<file path="src/rtl/datapath_fifo_arbiter.sv">
// Two-requester round-robin packer into a 128-to-192 FIFO, with a paced
// single-word read-out stage that presents each 192-bit word on an m_valid/m_ready stream.
module datapath_fifo_arbiter #(
  parameter int RD_GAP = 30,
  parameter int CNT_W  = 16
) (
  input  logic               clk,
  input  logic               rst,
  input  logic               s0_valid,
  input  logic [127:0]       s0_data,
  output logic               s0_ready,
  input  logic               s1_valid,
  input  logic [127:0]       s1_data,
  output logic               s1_ready,
  output logic               fifo_wr,
  output logic [127:0]       fifo_din,
  input  logic               fifo_full,
  input  logic               fifo_empty,
  input  logic               fifo_threshold,
  output logic               fifo_rd,
  input  logic [191:0]       fifo_dout,
  output logic               m_valid,
  output logic [191:0]       m_data,
  input  logic               m_ready,
  output logic [1:0]         grant,
  output logic [CNT_W-1:0]   words_written,
  output logic               err_drop
);

  localparam logic [0:0] W_IDLE   = 1'b0;
  localparam logic [0:0] W_BEAT_B = 1'b1;

  localparam logic [1:0] R_IDLE  = 2'd0;
  localparam logic [1:0] R_FETCH = 2'd1;
  localparam logic [1:0] R_HOLD  = 2'd2;

  logic [0:0] w_state_r;
  logic       owner_r;
  logic       pri_r;
  logic [1:0] r_state_r;
  logic [5:0] gap_cnt_r;

  logic       sel_s;
  logic       cur_s;
  logic       can_grant_s;
  logic       active_s;
  logic       cur_valid_s;

  // Round-robin choice among valid requesters; pri_r=1 favours requester 1.
  always_comb begin
    sel_s = 1'b0;
    if (s0_valid && s1_valid) begin
      sel_s = pri_r;
    end else begin
      sel_s = s1_valid;
    end
  end

  // Ownership: new owner only from idle with room in the FIFO, locked owner during beat B.
  always_comb begin
    can_grant_s = (w_state_r == W_IDLE) && !fifo_threshold && !fifo_full &&
                  (s0_valid || s1_valid);
    cur_s       = 1'b0;
    if (w_state_r == W_BEAT_B) begin
      cur_s = owner_r;
    end else begin
      cur_s = sel_s;
    end
    active_s    = !rst && ((w_state_r == W_BEAT_B) || can_grant_s);
    cur_valid_s = cur_s ? s1_valid : s0_valid;
  end

  // Handshake outputs follow the current owner; gated by rst so reset is immediate.
  always_comb begin
    grant = 2'b00;
    if (active_s) begin
      grant = cur_s ? 2'b10 : 2'b01;
    end else begin
      grant = 2'b00;
    end
    s0_ready = grant[0];
    s1_ready = grant[1];
    fifo_wr  = active_s && cur_valid_s;
    fifo_din = cur_s ? s1_data : s0_data;
  end

  // Write FSM, pair counter, round-robin pointer and sticky overflow flag.
  always_ff @(posedge clk or posedge rst) begin
    if (rst) begin
      w_state_r     <= W_IDLE;
      owner_r       <= 1'b0;
      pri_r         <= 1'b0;
      words_written <= '0;
      err_drop      <= 1'b0;
    end else begin
      if (fifo_wr && fifo_full) begin
        err_drop <= 1'b1;
      end
      case (w_state_r)
        W_IDLE: begin
          if (fifo_wr) begin
            owner_r   <= cur_s;
            w_state_r <= W_BEAT_B;
          end
        end
        W_BEAT_B: begin
          if (fifo_wr) begin
            words_written <= words_written + CNT_W'(1);
            pri_r         <= ~owner_r;
            w_state_r     <= W_IDLE;
          end
        end
        default: w_state_r <= W_IDLE;
      endcase
    end
  end

  // Read strobe is combinational so fifo_dout lands in R_FETCH, giving m_valid two cycles later.
  always_comb begin
    fifo_rd = !rst && (r_state_r == R_IDLE) && !fifo_empty && (gap_cnt_r == 6'd0);
  end

  // Read FSM with inter-read gap counter and single-word output buffer.
  always_ff @(posedge clk or posedge rst) begin
    if (rst) begin
      r_state_r <= R_IDLE;
      gap_cnt_r <= 6'd0;
      m_valid   <= 1'b0;
      m_data    <= '0;
    end else begin
      if (fifo_rd) begin
        gap_cnt_r <= 6'(RD_GAP - 1);
      end else if (gap_cnt_r != 6'd0) begin
        gap_cnt_r <= gap_cnt_r - 6'd1;
      end
      case (r_state_r)
        R_IDLE: begin
          if (fifo_rd) begin
            r_state_r <= R_FETCH;
          end
        end
        R_FETCH: begin
          m_data    <= fifo_dout;
          m_valid   <= 1'b1;
          r_state_r <= R_HOLD;
        end
        R_HOLD: begin
          if (m_ready) begin
            m_valid   <= 1'b0;
            r_state_r <= R_IDLE;
          end
        end
        default: r_state_r <= R_IDLE;
      endcase
    end
  end

endmodule

</file>
<file path="config.mk">
export PLATFORM = sky130hd
export DESIGN_NAME = datapath_fifo_arbiter
export DESIGN_NICKNAME = d
export VERILOG_FILES = /design/src/rtl/datapath_fifo_arbiter.sv
export SDC_FILE = /design/constraint.sdc
export NUM_CORES = 1
export LEC_CHECK = 0
export BUFFER_PORTS_ARGS = -buffer_cell sky130_fd_sc_hd__buf_2
export CORE_AREA = 2 2 310 312
export CTS_CLUSTER_SIZE = 14
export DETAILED_ROUTE_END_ITERATION = 6
export DIE_AREA = 0 0 312 314
export MAX_ROUTING_LAYER = met4
export PLACE_DENSITY = 0.43
export SLEW_MARGIN = 20
export SYNTH_ARGS = -nofsm -noshare
export SYNTH_HDL_FRONTEND = slang
export SYNTH_SLANG_ARGS = --single-unit
</file>
<file path="constraint.sdc">
create_clock -name clk -period 12.78 [get_ports clk]
set_input_delay 1.917 -clock clk [delete_from_list [all_inputs] [get_ports clk]]
set_output_delay 1.917 -clock clk [all_outputs]
set_load 0.02 [all_outputs]
</file>
==> impl_results.rst, run 1 <==
.. list-table::
   :header-rows: 1

   * - Metric
     - Value
   * - Post-detailed-routing wire length
     - roughly 53 mm
   * - Clock network power share
     - between 20% and 30%
   * - Endpoint arrival time on the critical path
     - 4.37 ns
   * - Chip width
     - roughly 310 um
   * - Top post-synthesis cells by count
     - 221 x sky130_fd_sc_hd__dfrtp_1, 210 x sky130_fd_sc_hd__mux2_2, 109 x sky130_fd_sc_hd__mux2_4
   * - Count of cells along the worst hold path
     - 1
   * - Number of instances in the synthesized netlist
     - between 600 and 700
   * - Worst reg2reg setup slack
     - between 8 and 9 ns
   * - Hold_sp
     - words_written[15]
   * - End point of the worst hold path
     - words_written[15]
   * - Comb pwr share
     - about half
   * - DRC violation count after routing
     - 0
   * - Max-slew headroom at the worst pin
     - a little over a third
   * - Worst supply voltage drop on vdd
     - 0.109 mV
   * - Final estimated routing congestion in global placement
     - between 0.8 and 0.9
   * - Detailed Place HPWL
     - 45.3 mm
   * - Largest cells by area after synthesis
     - sky130_fd_sc_hd__dfrtp_1 52%, sky130_fd_sc_hd__mux2_2 22%, sky130_fd_sc_hd__mux2_4 15%
   * - Time the final worst path needs with I/O delays and setup
     - roughly 6.3 ns
   * - First-pass GRT wire length
     - 71.2 mm
   * - TritonCTS clock tree
     - done
   * - I/O pin cnt
     - 800
   * - Clock tree skew after final layout
     - roughly 0.032 ns
   * - Number of cells traversed by the worst register-to-register path
     - 5
   * - Maximum net fanout on the critical path
     - slightly above 80
   * - Slew at the pin closest to its max-slew limit
     - roughly 0.96 ns
   * - Worst R2R Start
     - r_state_r[1]
   * - CTS clock-pin slew for the worst setup and hold paths
     - ~0.06 ns
   * - Share of post-route cells with drive strength above 1
     - 79.0%
   * - Switching pwr
     - approximately 1600 uW
   * - Vias per cell
     - between 3 and 4
   * - # rows
     - 113
   * - Clock network latency to the later pin of the worst-skew pair
     - between 0.5 and 0.6 ns
   * - Unrepaired setup endpoints after global routing
     - false
   * - Final-report max-slew violation count
     - 0
   * - Seq. cell area
     - around 5500 um2
   * - Clock Path Buffers
     - 3
   * - GRT overflow
     - 0
   * - Critical register-to-register path endpoint
     - m_data[122]
   * - Startpoint type of the worst setup path
     - primary input
   * - Sum of negative setup slack
     - 0 ns
   * - Total area of multi-input combinational cells
     - between 4000 and 5000 um2
   * - Dominant cell by count in the synthesized netlist
     - sky130_fd_sc_hd__dfrtp_1
   * - Final Hold Vio Count
     - 0
   * - Area leader, netlist
     - sky130_fd_sc_hd__dfrtp_1
   * - Die height
     - approximately 310 um
   * - Summed instance area of the synthesized netlist
     - 10,600 um2
   * - Sw Ratio
     - 40.0%
   * - Num CTS Buffers
     - 29
   * - Crit. End Element
     - primary output
   * - Number of antenna violations at the first check in global routing
     - 24
   * - Power Density
     - about 230 nW/um2
   * - PnR Total Power
     - about 3900 uW
   * - Number of global-route vias before repair
     - around 9,200
   * - Seq/Total Area, Yosys
     - between 50% and 60%
   * - Core area
     - 94,400 um2
   * - Post-synth cell types
     - 37
   * - Data required time at the worst endpoint
     - ~11 ns
   * - Growth of design area from synthesis to finish
     - 58.9%
   * - Area of the die
     - 98,000 um2
   * - Most used flip-flop cell after synthesis
     - sky130_fd_sc_hd__dfrtp_1
   * - Setup violations, final
     - 0
   * - Internal power
     - 2350 uW
   * - Resized cells post-CTS
     - 0
   * - Type of the worst min-delay path
     - flip-flop to flip-flop
   * - Max-capacitance violation count
     - 0
   * - Yosys warning total
     - 0
   * - GRT Resource Usage Total
     - 10.6%
   * - Syn_nets
     - 1,137
   * - Maximum number of pins on one net before global-route repair
     - around 130
   * - Total of buffers placed on input and output ports
     - between 700 and 800
   * - Number of clock sinks seen by CTS
     - 221
   * - Max Fclk
     - 159 MHz
   * - Number of flops mapped to enable cells by yosys
     - 0
   * - Mapped Avg Cell Area
     - between 15 and 20 um2
   * - Number of fill cells in the layout
     - about 11,000
   * - Starting utilization of the core area
     - 11.2%
   * - Post-CTS Setup Bufs
     - 0
   * - Share of the clock period used by the worst path after layout
     - 49.2%
   * - Count of antenna-violating nets left after detailed routing
     - 0
   * - CTS Hold Bufs
     - 0
   * - Maximum level of the CTS H-tree
     - 1
   * - Leakage power summed over all cells
     - roughly 0.0087 uW
   * - Total via count in the routed design
     - between 8,000 and 9,000
   * - Buffer type at the clock tree root
     - sky130_fd_sc_hd__clkbuf_16
   * - Worst setup path class
     - primary input to primary output
   * - Number of optimization iterations in the first detailed-route pass
     - 4
   * - Iteration-0 DRC count of the detailed router
     - roughly 350
   * - Status
     - complete, no violations
   * - Net count reported at finish
     - between 1,500 and 2,000
   * - Share of synthesized registers carrying an async set or reset
     - between 90% and 100%
   * - Count of state elements after synthesis
     - approximately 220
   * - Area share of the largest cell type after synthesis
     - 52.2%
   * - WL/cell
     - a little under 20 um
   * - Portion of total power attributed to sequential cells
     - between 20% and 30%
-- cells by family (layout without fill, tap and decap cells) --
kind of cell    count (synthesis)  count (layout)  share of synthesized area (%)
compound gates                 15              15                           1.09
xor+xnor                       17              17                           1.41
fa+ha+maj                       4               4                          0.473
buf+inv                        48             861                           4.28
flops                         221             221                           52.2
mux                           323             323                           38.2
other cells                     0              13                              0
simple gates                   49              49                           2.35
-- layer usage --
layer	share of wire, %	global-route usage, %
met2	50	18.0
met3	7.9	2.41
met4	3.0	3.09
met5	0	-
met1	39	12.3
-- state kept, by name, indices dropped and copies added (netlist names) --
register and count:
w_state_r 1, err_drop 1, owner_r 1, pri_r 1, words_written 16, gap_cnt_r 6, r_state_r 2, m_valid 1
m_data 192
-- layout make-up --
cell class / count / share of cell area, %
Inverter: 8 / 0.223
Clock inverter: 11 / 1.09
Clock buffer: 38 / 4.69
Timing Repair Buffer: 804 / 24.1
Tap cell: 1265 / 9.41
Sequential cell: 221 / 32.9
Multi-Input combinational cell: 408 / 27.5
Antenna cell: 13 / 0.193
-- worst max-delay path, stage by stage --
cell                       delay, ns
sky130_fd_sc_hd__buf_2          0.15
sky130_fd_sc_hd__inv_2          0.08
sky130_fd_sc_hd__o211ai_4       0.11
sky130_fd_sc_hd__nand2_8        0.59
sky130_fd_sc_hd__buf_4          0.79
sky130_fd_sc_hd__mux2_2         0.42
sky130_fd_sc_hd__buf_2          0.16
-- worst max-delay path by stage --
stage               startpoint           to  slack (ns)
floorplan                  rst     err_drop        4.81
global placement      s0_valid  fifo_din[0]        6.49
detailed placement    s0_valid  fifo_din[0]        6.49
CTS                   s0_valid  fifo_din[0]        6.48
global route          s0_valid  fifo_din[0]        6.40
finish                s0_valid  fifo_din[0]        6.49
-- stage by stage --
step / instance area (um2) / instances / worst slack (ns) / utilization [%] / hold WS (ns)
6_report: 16800 / 2768 / 6.49 / 17.8 / 0.477
5_1_grt: 16800 / 2761 / 6.40 / 17.8 / 0.507
4_1_cts: 16800 / 2755 / 6.48 / 17.8 / 0.476
3_5_place_dp: 15800 / 2706 / 6.49 / 16.8 / 0.468
3_3_place_gp: 15800 / 2706 / 6.49 / 16.8 / 0.462
2_1_floorplan: 10600 / 677 / 4.81 / - / 0.468
-- power by group through the flow --
| stage | registers [uW] | logic [uW] | clock network (uW) |
|---|---|---|---|
| floorplan | 1450 | 1050 | 0 |
| global placement | 1140 | 1970 | 0 |
| detailed placement | 1140 | 1970 | 0 |
| CTS | 1130 | 1970 | 885 |
| global route | 1170 | 2040 | 905 |
| finish | 1130 | 1940 | 846 |
-- cells in the final DEF, fill, tap and decap left out, types with 3 or more instances in the layout --
| cell | netlist | final |
|---|---|---|
| sky130_fd_sc_hd__clkinv_2 | 0 | 5 |
| sky130_fd_sc_hd__diode_2 | 0 | 13 |
| sky130_fd_sc_hd__a21oi_1 | 7 | 7 |
| sky130_fd_sc_hd__xor2_1 | 7 | 7 |
| sky130_fd_sc_hd__or2_2 | 3 | 3 |
| sky130_fd_sc_hd__nand3_1 | 5 | 5 |
| sky130_fd_sc_hd__nand4_1 | 4 | 4 |
| sky130_fd_sc_hd__dfrtp_1 | 221 | 221 |
| sky130_fd_sc_hd__nand2_1 | 9 | 9 |
| sky130_fd_sc_hd__mux2_4 | 109 | 109 |
| sky130_fd_sc_hd__mux2_2 | 210 | 210 |
| sky130_fd_sc_hd__buf_2 | 6 | 799 |
| sky130_fd_sc_hd__xnor2_1 | 10 | 10 |
| sky130_fd_sc_hd__bufinv_16 | 0 | 5 |
| sky130_fd_sc_hd__buf_4 | 19 | 4 |
| sky130_fd_sc_hd__nor3_1 | 4 | 4 |
| sky130_fd_sc_hd__clkbuf_16 | 0 | 29 |
| sky130_fd_sc_hd__clkbuf_1 | 2 | 6 |
| sky130_fd_sc_hd__clkbuf_8 | 0 | 3 |
| sky130_fd_sc_hd__ha_1 | 4 | 4 |
| sky130_fd_sc_hd__inv_1 | 6 | 5 |
| sky130_fd_sc_hd__nor2_1 | 14 | 14 |
No activity file was read; power rests on OpenSTA's default activity.
==> run 2: changes to the inputs <==
- ABC_AREA: unset -> 1
- clock period: 12.78 -> 5.4 ns (I/O delays scaled with it)
==> run 2 against run 1 <==
Die area unchanged. Register-to-register slack got worse by 6.0 ns. Area after synthesis fell by 2.2%. Critical endpoint is now fifo_din[35]. Largest cell class unchanged. Clock power grew 130%. Clock skew decreased by 0.016 ns. Flip-flop and latch count is the same.
==> impl_results.rst, run 2 <==
.. list-table::
   :header-rows: 1

   * - Metric
     - Value
   * - Maximum net fanout on the critical path
     - approximately 50
   * - Number of flops mapped to enable cells by yosys
     - 0
   * - Net count reported at finish
     - approximately 2,600
   * - Comb pwr share
     - between 50 and 60%
   * - Total area of multi-input combinational cells
     - about 4200 um2
   * - Largest register by flop count
     - m_data
   * - Clock network power share
     - 19.3%
   * - Share of synthesized registers carrying an async set or reset
     - 100%
   * - CTS Hold Bufs
     - 0
   * - Final Hold Vio Count
     - 0
   * - First-pass GRT wire length
     - about 92 mm
   * - Sum of negative setup slack
     - 0 ns
   * - Commonest non-fill, non-tap cell in the layout
     - sky130_fd_sc_hd__nand2_1
   * - Maximum level of the CTS H-tree
     - 1
   * - Chip width
     - 312 um
   * - Area of the die
     - approximately 98,000 um2
   * - Share of the clock period used by the worst path after layout
     - between 60% and 70%
   * - Main combinational cell family by area after synthesis
     - simple AND/OR/NAND/NOR gates
   * - Portion of netlist area occupied by mux cells
     - 0%
   * - CTS clock-pin slew for the worst setup and hold paths
     - 0.06 ns
   * - GRT overflow
     - 0
   * - Leakage power summed over all cells
     - approximately 0.0093 uW
   * - Cell area after layout
     - 16,600 um2
   * - Vias per cell
     - around 3.5
   * - Number of antenna violations at the first check in global routing
     - 41
   * - Total of buffers placed on input and output ports
     - between 700 and 800
   * - Final-report max-slew violation count
     - 0
   * - Dpl ws
     - between 1.5 and 2 ns
   * - TritonCTS clock tree
     - done
   * - Final setup slack of the worst path
     - 1.70 ns
   * - Compound-cell area share of the yosys netlist
     - less than 1%
   * - Xor/xnor cell area share of the yosys netlist
     - less than 1%
   * - Growth of design area from synthesis to finish
     - 60.1%
   * - Time the final worst path needs with I/O delays and setup
     - around 3.7 ns
   * - Final Util
     - roughly 18%
   * - Number of cells traversed by the worst register-to-register path
     - 13
   * - Crit. End Element
     - primary output
   * - Maximum number of pins on one net before global-route repair
     - about 140
   * - Syn_nets
     - 1,870
   * - Internal power
     - 5020 uW
   * - Number of fill cells in the layout
     - 11,000
   * - Starting utilization of the core area
     - approximately 11%
   * - Type of the worst min-delay path
     - primary input to flip-flop
   * - Max-capacitance violation count
     - 0
   * - Count of cells along the worst hold path
     - 3
   * - Count of antenna-violating nets left after detailed routing
     - 0
   * - Seq. cell area
     - 5530 um2
   * - Slew at the pin closest to its max-slew limit
     - between 0.8 and 0.9 ns
   * - Core area
     - ~94,000 um2
   * - Unrepaired setup endpoints after global routing
     - false
   * - Worst setup path class
     - flip-flop to primary output
   * - Die height
     - 314 um
   * - Dominant cell by count in the synthesized netlist
     - sky130_fd_sc_hd__nand2_1
   * - Adder-cell share of the synthesized area
     - less than 1%
   * - I/O pin cnt
     - 800
   * - Largest cells by area after synthesis
     - sky130_fd_sc_hd__dfrtp_1 53%, sky130_fd_sc_hd__nand2_1 36%, sky130_fd_sc_hd__buf_2 2.0%
   * - Number of optimization iterations in the first detailed-route pass
     - 5
   * - Post-CTS Setup Bufs
     - 0
   * - Seq/Total Area, Yosys
     - between 50 and 60%
   * - GRT Resource Usage Total
     - 13.8%
   * - Iteration-0 DRC count of the detailed router
     - about 870
   * - Clock Path Buffers
     - 3
   * - Clock network latency to the later pin of the worst-skew pair
     - between 0.5 and 0.6 ns
   * - WL/cell
     - 19.8 um
   * - Post-detailed-routing wire length
     - 68.9 mm
   * - Sw Ratio
     - 49.7%
   * - Mapped Avg Cell Area
     - 7.35 um2
   * - Top post-synthesis cells by count
     - 1,007 x sky130_fd_sc_hd__nand2_1, 221 x sky130_fd_sc_hd__dfrtp_1, 41 x sky130_fd_sc_hd__buf_2
   * - Clock tree skew after final layout
     - 0.0161 ns
   * - Setup violations, final
     - 0
   * - Resized cells post-CTS
     - 0
   * - Max-slew headroom at the worst pin
     - roughly 41%
   * - Summed instance area of the synthesized netlist
     - slightly above 10,000 um2
   * - Post-synth cell types
     - 23
   * - Detailed Place HPWL
     - 57.2 mm
   * - Most used flip-flop cell after synthesis
     - sky130_fd_sc_hd__dfrtp_1
   * - Num CTS Buffers
     - 29
   * - Area share of the largest cell type after synthesis
     - between 50% and 60%
   * - Simple-gate area share of the yosys netlist
     - between 30 and 40%
   * - Count of state elements after synthesis
     - between 200 and 250
   * - Endpoint arrival time on the critical path
     - between 2 and 3 ns
   * - Final estimated routing congestion in global placement
     - ~0.98
   * - Worst supply voltage drop on vdd
     - around 0.29 mV
   * - Share of post-route cells with drive strength above 1
     - approximately 39%
   * - # rows
     - 113
   * - Startpoint type of the worst setup path
     - flip-flop
   * - Buffer type at the clock tree root
     - sky130_fd_sc_hd__clkbuf_16
   * - Number of clock sinks seen by CTS
     - roughly 220
   * - Power Density
     - ~600 nW/um2
   * - Largest registers
     - m_data: 192 flops, words_written: 16 flops, gap_cnt_r: 6 flops
   * - Total via count in the routed design
     - 12,000
   * - Area leader, netlist
     - sky130_fd_sc_hd__dfrtp_1
   * - Number of global-route vias before repair
     - 12,000
   * - DRC violation count after routing
     - 0
   * - Portion of total power attributed to sequential cells
     - between 20% and 30%
   * - Status
     - complete, no violations
   * - Max Fclk
     - 270 MHz
   * - Commonest cells after routing, fill and taps aside
     - 1,007 x sky130_fd_sc_hd__nand2_1, 799 x sky130_fd_sc_hd__buf_2, 221 x sky130_fd_sc_hd__dfrtp_1
   * - Post-Place Cell Area
     - around 16,000 um2
   * - Switching pwr
     - approximately 5000 uW
   * - Number of instances in the synthesized netlist
     - between 1,000 and 1,500
   * - Data required time at the worst endpoint
     - about 4.6 ns
   * - Yosys warning total
     - 0
   * - Largest register FFs
     - between 150 and 200
[run 2: cell types whose count changed after synthesis, moves of 4 or more]
cell,previous run,this run
sky130_fd_sc_hd__nand2_1,9,1007
sky130_fd_sc_hd__mux2_2,210,0
sky130_fd_sc_hd__mux2_4,109,0
sky130_fd_sc_hd__buf_2,6,41
sky130_fd_sc_hd__inv_1,6,35
sky130_fd_sc_hd__buf_12,11,0
sky130_fd_sc_hd__buf_6,2,11
sky130_fd_sc_hd__nand3_1,5,14
sky130_fd_sc_hd__o21ai_0,1,8
sky130_fd_sc_hd__xnor2_1,10,3
sky130_fd_sc_hd__a21oi_1,7,3
[run 2: area by class of cell]
cell class	instances	share of cell area (%)
Timing Repair Buffer	810	25.0
Clock buffer	44	5.02
Sequential cell	221	33.3
Multi-Input combinational cell	1079	25.5
Antenna cell	9	0.136
Tap cell	1265	9.54
Clock inverter	9	0.566
Inverter	38	0.928
[run 2: cells by family after synthesis]
kind of cell / Yosys count
AOI/OAI and AO/OA: 14
xor gates and xnor gates: 9
adders and majority gates: 4
buffers and inverters: 110
DFF: 221
and+or+nand+nor: 1052
[run 2: worst paths after layout]
check	from	end	slack [ns]
max in group asynchronous	rst	m_data[153]	3.75
min in group asynchronous	rst	words_written[6]	0.54
min	fifo_dout[84]	m_data[84]	0.41
max	w_state_r	fifo_din[35]	1.70
min reg2reg	m_data[153]	m_data[153]	0.46
max reg2reg	w_state_r	words_written[14]	2.71
[run 2: metal layers]
layer / global-route usage, % / vias to the layer above / part of all wire [%]
met3: 5.42 / 120 / 11
li1: - / 5768 / -
met5: - / - / 0
met4: 3.38 / 0 / 2.9
met2: 23.3 / 687 / 49
met1: 15.2 / 5434 / 38
[run 2: worst max-delay path, stage by stage, from the launching register on]
cell	delay [ns]
sky130_fd_sc_hd__dfrtp_1	0.48
sky130_fd_sc_hd__nor2_1	0.09
sky130_fd_sc_hd__nand2_1	0.12
sky130_fd_sc_hd__nand2_4	0.23
sky130_fd_sc_hd__inv_4	0.43
sky130_fd_sc_hd__buf_12	0.30
sky130_fd_sc_hd__buf_4	0.26
sky130_fd_sc_hd__nand2_1	0.08
sky130_fd_sc_hd__nand2_1	0.07
sky130_fd_sc_hd__buf_2	0.16
[run 2: power groups by stage]
| stage | clock [uW] | combinational, uW | sequential, uW |
|---|---|---|---|
| 3_5_place_dp | 0 | 5280 | 2830 |
| 4_1_cts | 2000 | 5280 | 2830 |
| 3_3_place_gp | 0 | 5270 | 2840 |
| 2_1_floorplan | 0 | 2240 | 3700 |
| 5_1_grt | 2060 | 5660 | 2920 |
| 6_report | 1920 | 5230 | 2820 |
[run 2: per-stage QoR]
| step | instances | power, uW | hold WS [ns] |
|---|---|---|---|
| after floorplan | 1410 | 5940 | 0.453 |
| after global placement | 3413 | 8110 | 0.450 |
| after detailed placement | 3413 | 8110 | 0.453 |
| after CTS | 3466 | 10100 | 0.365 |
| after global routing | 3474 | 10600 | 0.387 |
| final | 3475 | 9970 | 0.406 |
==> run 3: changes to the inputs <==
- clock period: 5.4 -> 3.38 ns (I/O delays scaled with it)
==> run 3 against run 2 <==
Combinational power increased by 59%. Utilization grew 0.13 points. Flip-flop and latch count stayed put. Hold slack worse by 0.30 ns. Worst setup slack worse by 1.1 ns. Critical path depth is the same. Non-clock buffer count is the same. First-iteration DRC count is 18% lower. Sequential power grew 59%. Global-route usage grew 0.23 points. Die area stayed put. Critical path type unchanged. Largest power group unchanged.
==> impl_results.rst, run 3 (synthesis gave the netlist of run 2 again) <==
.. list-table::
   :header-rows: 1

   * - Metric
     - Value
   * - Vias per cell
     - 3.39
   * - Endpoint arrival time on the critical path
     - about 2.3 ns
   * - Leakage power summed over all cells
     - ~0.0093 uW
   * - Number of optimization iterations in the first detailed-route pass
     - 5
   * - Sum of negative setup slack
     - 0 ns
   * - WL/cell
     - around 20 um
   * - Highest metal layer used by the detailed router
     - met4
   * - Maximum net fanout on the critical path
     - 78
   * - Number of global-route vias before repair
     - around 12,000
   * - Clock Path Buffers
     - 3
   * - Final Hold Vio Count
     - 0
   * - Buffer type at the clock tree root
     - sky130_fd_sc_hd__clkbuf_16
   * - Post-CTS Setup Bufs
     - 0
   * - Final Util
     - 17.7%
   * - Core area
     - ~94,000 um2
   * - Number of antenna violations at the first check in global routing
     - 50
   * - CTS clock-pin slew for the worst setup and hold paths
     - approximately 0.070 ns
   * - Startpoint type of the worst setup path
     - flip-flop
   * - Largest register FFs
     - about 190
   * - Post-detailed-routing wire length
     - 69.8 mm
   * - Status
     - complete, no violations
   * - Largest registers
     - m_data: 192 flops, words_written: 16 flops, gap_cnt_r: 6 flops
   * - Commonest cells after routing, fill and taps aside
     - 1,007 x sky130_fd_sc_hd__nand2_1, 799 x sky130_fd_sc_hd__buf_2, 221 x sky130_fd_sc_hd__dfrtp_1
   * - Maximum level of the CTS H-tree
     - 1
   * - Slew at the pin closest to its max-slew limit
     - slightly above 0.9 ns
   * - Resized cells post-CTS
     - 0
   * - Data required time at the worst endpoint
     - roughly 2.9 ns
   * - Clock network latency to the later pin of the worst-skew pair
     - roughly 0.59 ns
   * - DRC violation count after routing
     - 0
   * - Crit-path most repeated cell
     - sky130_fd_sc_hd__nand2_1
   * - Total of buffers placed on input and output ports
     - about 800
   * - Length of routed met3 wiring
     - ~7.6 mm
   * - Largest incremental delay on the critical path
     - between 0.3 and 0.4 ns
   * - Die height
     - ~310 um
   * - Time the final worst path needs with I/O delays and setup
     - 2.77 ns
   * - Growth of design area from synthesis to finish
     - 61.3%
   * - Hold_sp
     - fifo_dout[72]
   * - Critical path origin
     - pri_r
   * - Area of the die
     - 98,000 um2
   * - Type of the worst min-delay path
     - primary input to flip-flop
   * - Total via count in the routed design
     - 11,900
   * - GRT Resource Usage Total
     - 14.0%
   * - CTS Hold Bufs
     - 0
   * - First-pass GRT wire length
     - between 90 and 100 mm
   * - Share of the clock period used by the worst path after layout
     - 81.9%
   * - Worst R2R Start
     - w_state_r
   * - GRT overflow
     - 0
   * - Setup violations, final
     - 0
   * - Routed length on met1
     - 26.1 mm
   * - Number of clock sinks seen by CTS
     - about 220
   * - Iteration-0 DRC count of the detailed router
     - a little over 700
   * - Slowest cell on the critical path
     - sky130_fd_sc_hd__dfrtp_1
   * - Share of post-route cells with drive strength above 1
     - between 30 and 40%
   * - Unrepaired setup endpoints after global routing
     - false
   * - Worst supply voltage drop on vdd
     - around 0.47 mV
   * - Placed instance count
     - 3,413
   * - # rows
     - between 100 and 150
   * - Max Fclk
     - 361 MHz
   * - TritonCTS clock tree
     - done
   * - Starting utilization of the core area
     - about 11%
   * - Largest register by flop count
     - m_data
   * - Net count reported at finish
     - approximately 2,600
   * - Worst setup path class
     - flip-flop to primary output
   * - Final-report max-slew violation count
     - 0
   * - Maximum number of pins on one net before global-route repair
     - about 190
   * - Count of antenna-violating nets left after detailed routing
     - 0
   * - Max-slew headroom at the worst pin
     - 37.9%
   * - Max-capacitance violation count
     - 0
   * - I/O pin cnt
     - 800
   * - Power Density
     - roughly 950 nW/um2
   * - Commonest non-fill, non-tap cell in the layout
     - sky130_fd_sc_hd__nand2_1
   * - Chip width
     - 312 um
   * - Num CTS Buffers
     - 29
   * - Met2 WL
     - around 34 mm
   * - Clock tree skew after final layout
     - slightly below 0.01 ns
   * - Final estimated routing congestion in global placement
     - slightly below 0.9
   * - Count of non-filler cells in the finished layout
     - between 3,000 and 4,000
   * - Detailed Place HPWL
     - between 50 and 60 mm
   * - Crit. End Element
     - primary output
   * - Number of fill cells in the layout
     - 11,000
   * - List of cells traversed by the critical path
     - inv_1, nand2_1, nand2_1, nand2_4, inv_4, buf_12, nand2_1, nand2_1, buf_2
   * - PnR Total Power
     - about 16,000 uW
run 3: layer usage:
layer / vias up / global-route usage [%]
met5: - / -
met3: 103 / 6.63
met4: 0 / 4.02
met2: 603 / 23.6
met1: 5352 / 14.5
li1: 5795 / -
run 3: critical path: cells and delay by family, from the launching register on:
kind	cells	cell delay (ns)
flops	1	0.37
buf+inv	4	0.76
simple gates	5	0.48
run 3: power breakdown:
group / switching [uW] / internal (uW)
logic: 5850 / 2450
registers: 631 / 3840
clock network: 1340 / 1810
total: 7820 / 8110
run 3: final cells by class:
class	count	area [um2]	area share, %
multi-input combinational	1079	4230	25.3
tap	1265	1580	9.47
inverter	38	154	0.921
antenna	27	67.6	0.404
clock buffer	38	830	4.96
clock inverter	15	139	0.831
sequential	221	5530	33.1
timing repair buffer	810	4180	25.0
run 3: path summary, 6_finish.rpt:
kind / cells past startpoint / slack, ns / end
setup reg to reg: 13 / 1.25 / words_written[14]
hold / removal: 3 / 0.10 / m_data[72]
setup / recovery: 9 / 0.61 / fifo_din[73]
max in group asynchronous: 4 / 2.24 / m_data[146]
min in group asynchronous: 3 / 0.18 / words_written[7]
hold reg to reg: 2 / 0.46 / m_data[4]
run 3: through the flow:
stage	hold WS, ns	instance area (um2)	worst slack, ns
floorplan	0.453	10400	-1.36
global placement	0.450	15700	0.853
detailed placement	0.453	15700	0.863
CTS	0.0508	16600	0.559
global route	0.0746	16700	0.460
finish	0.104	16700	0.612
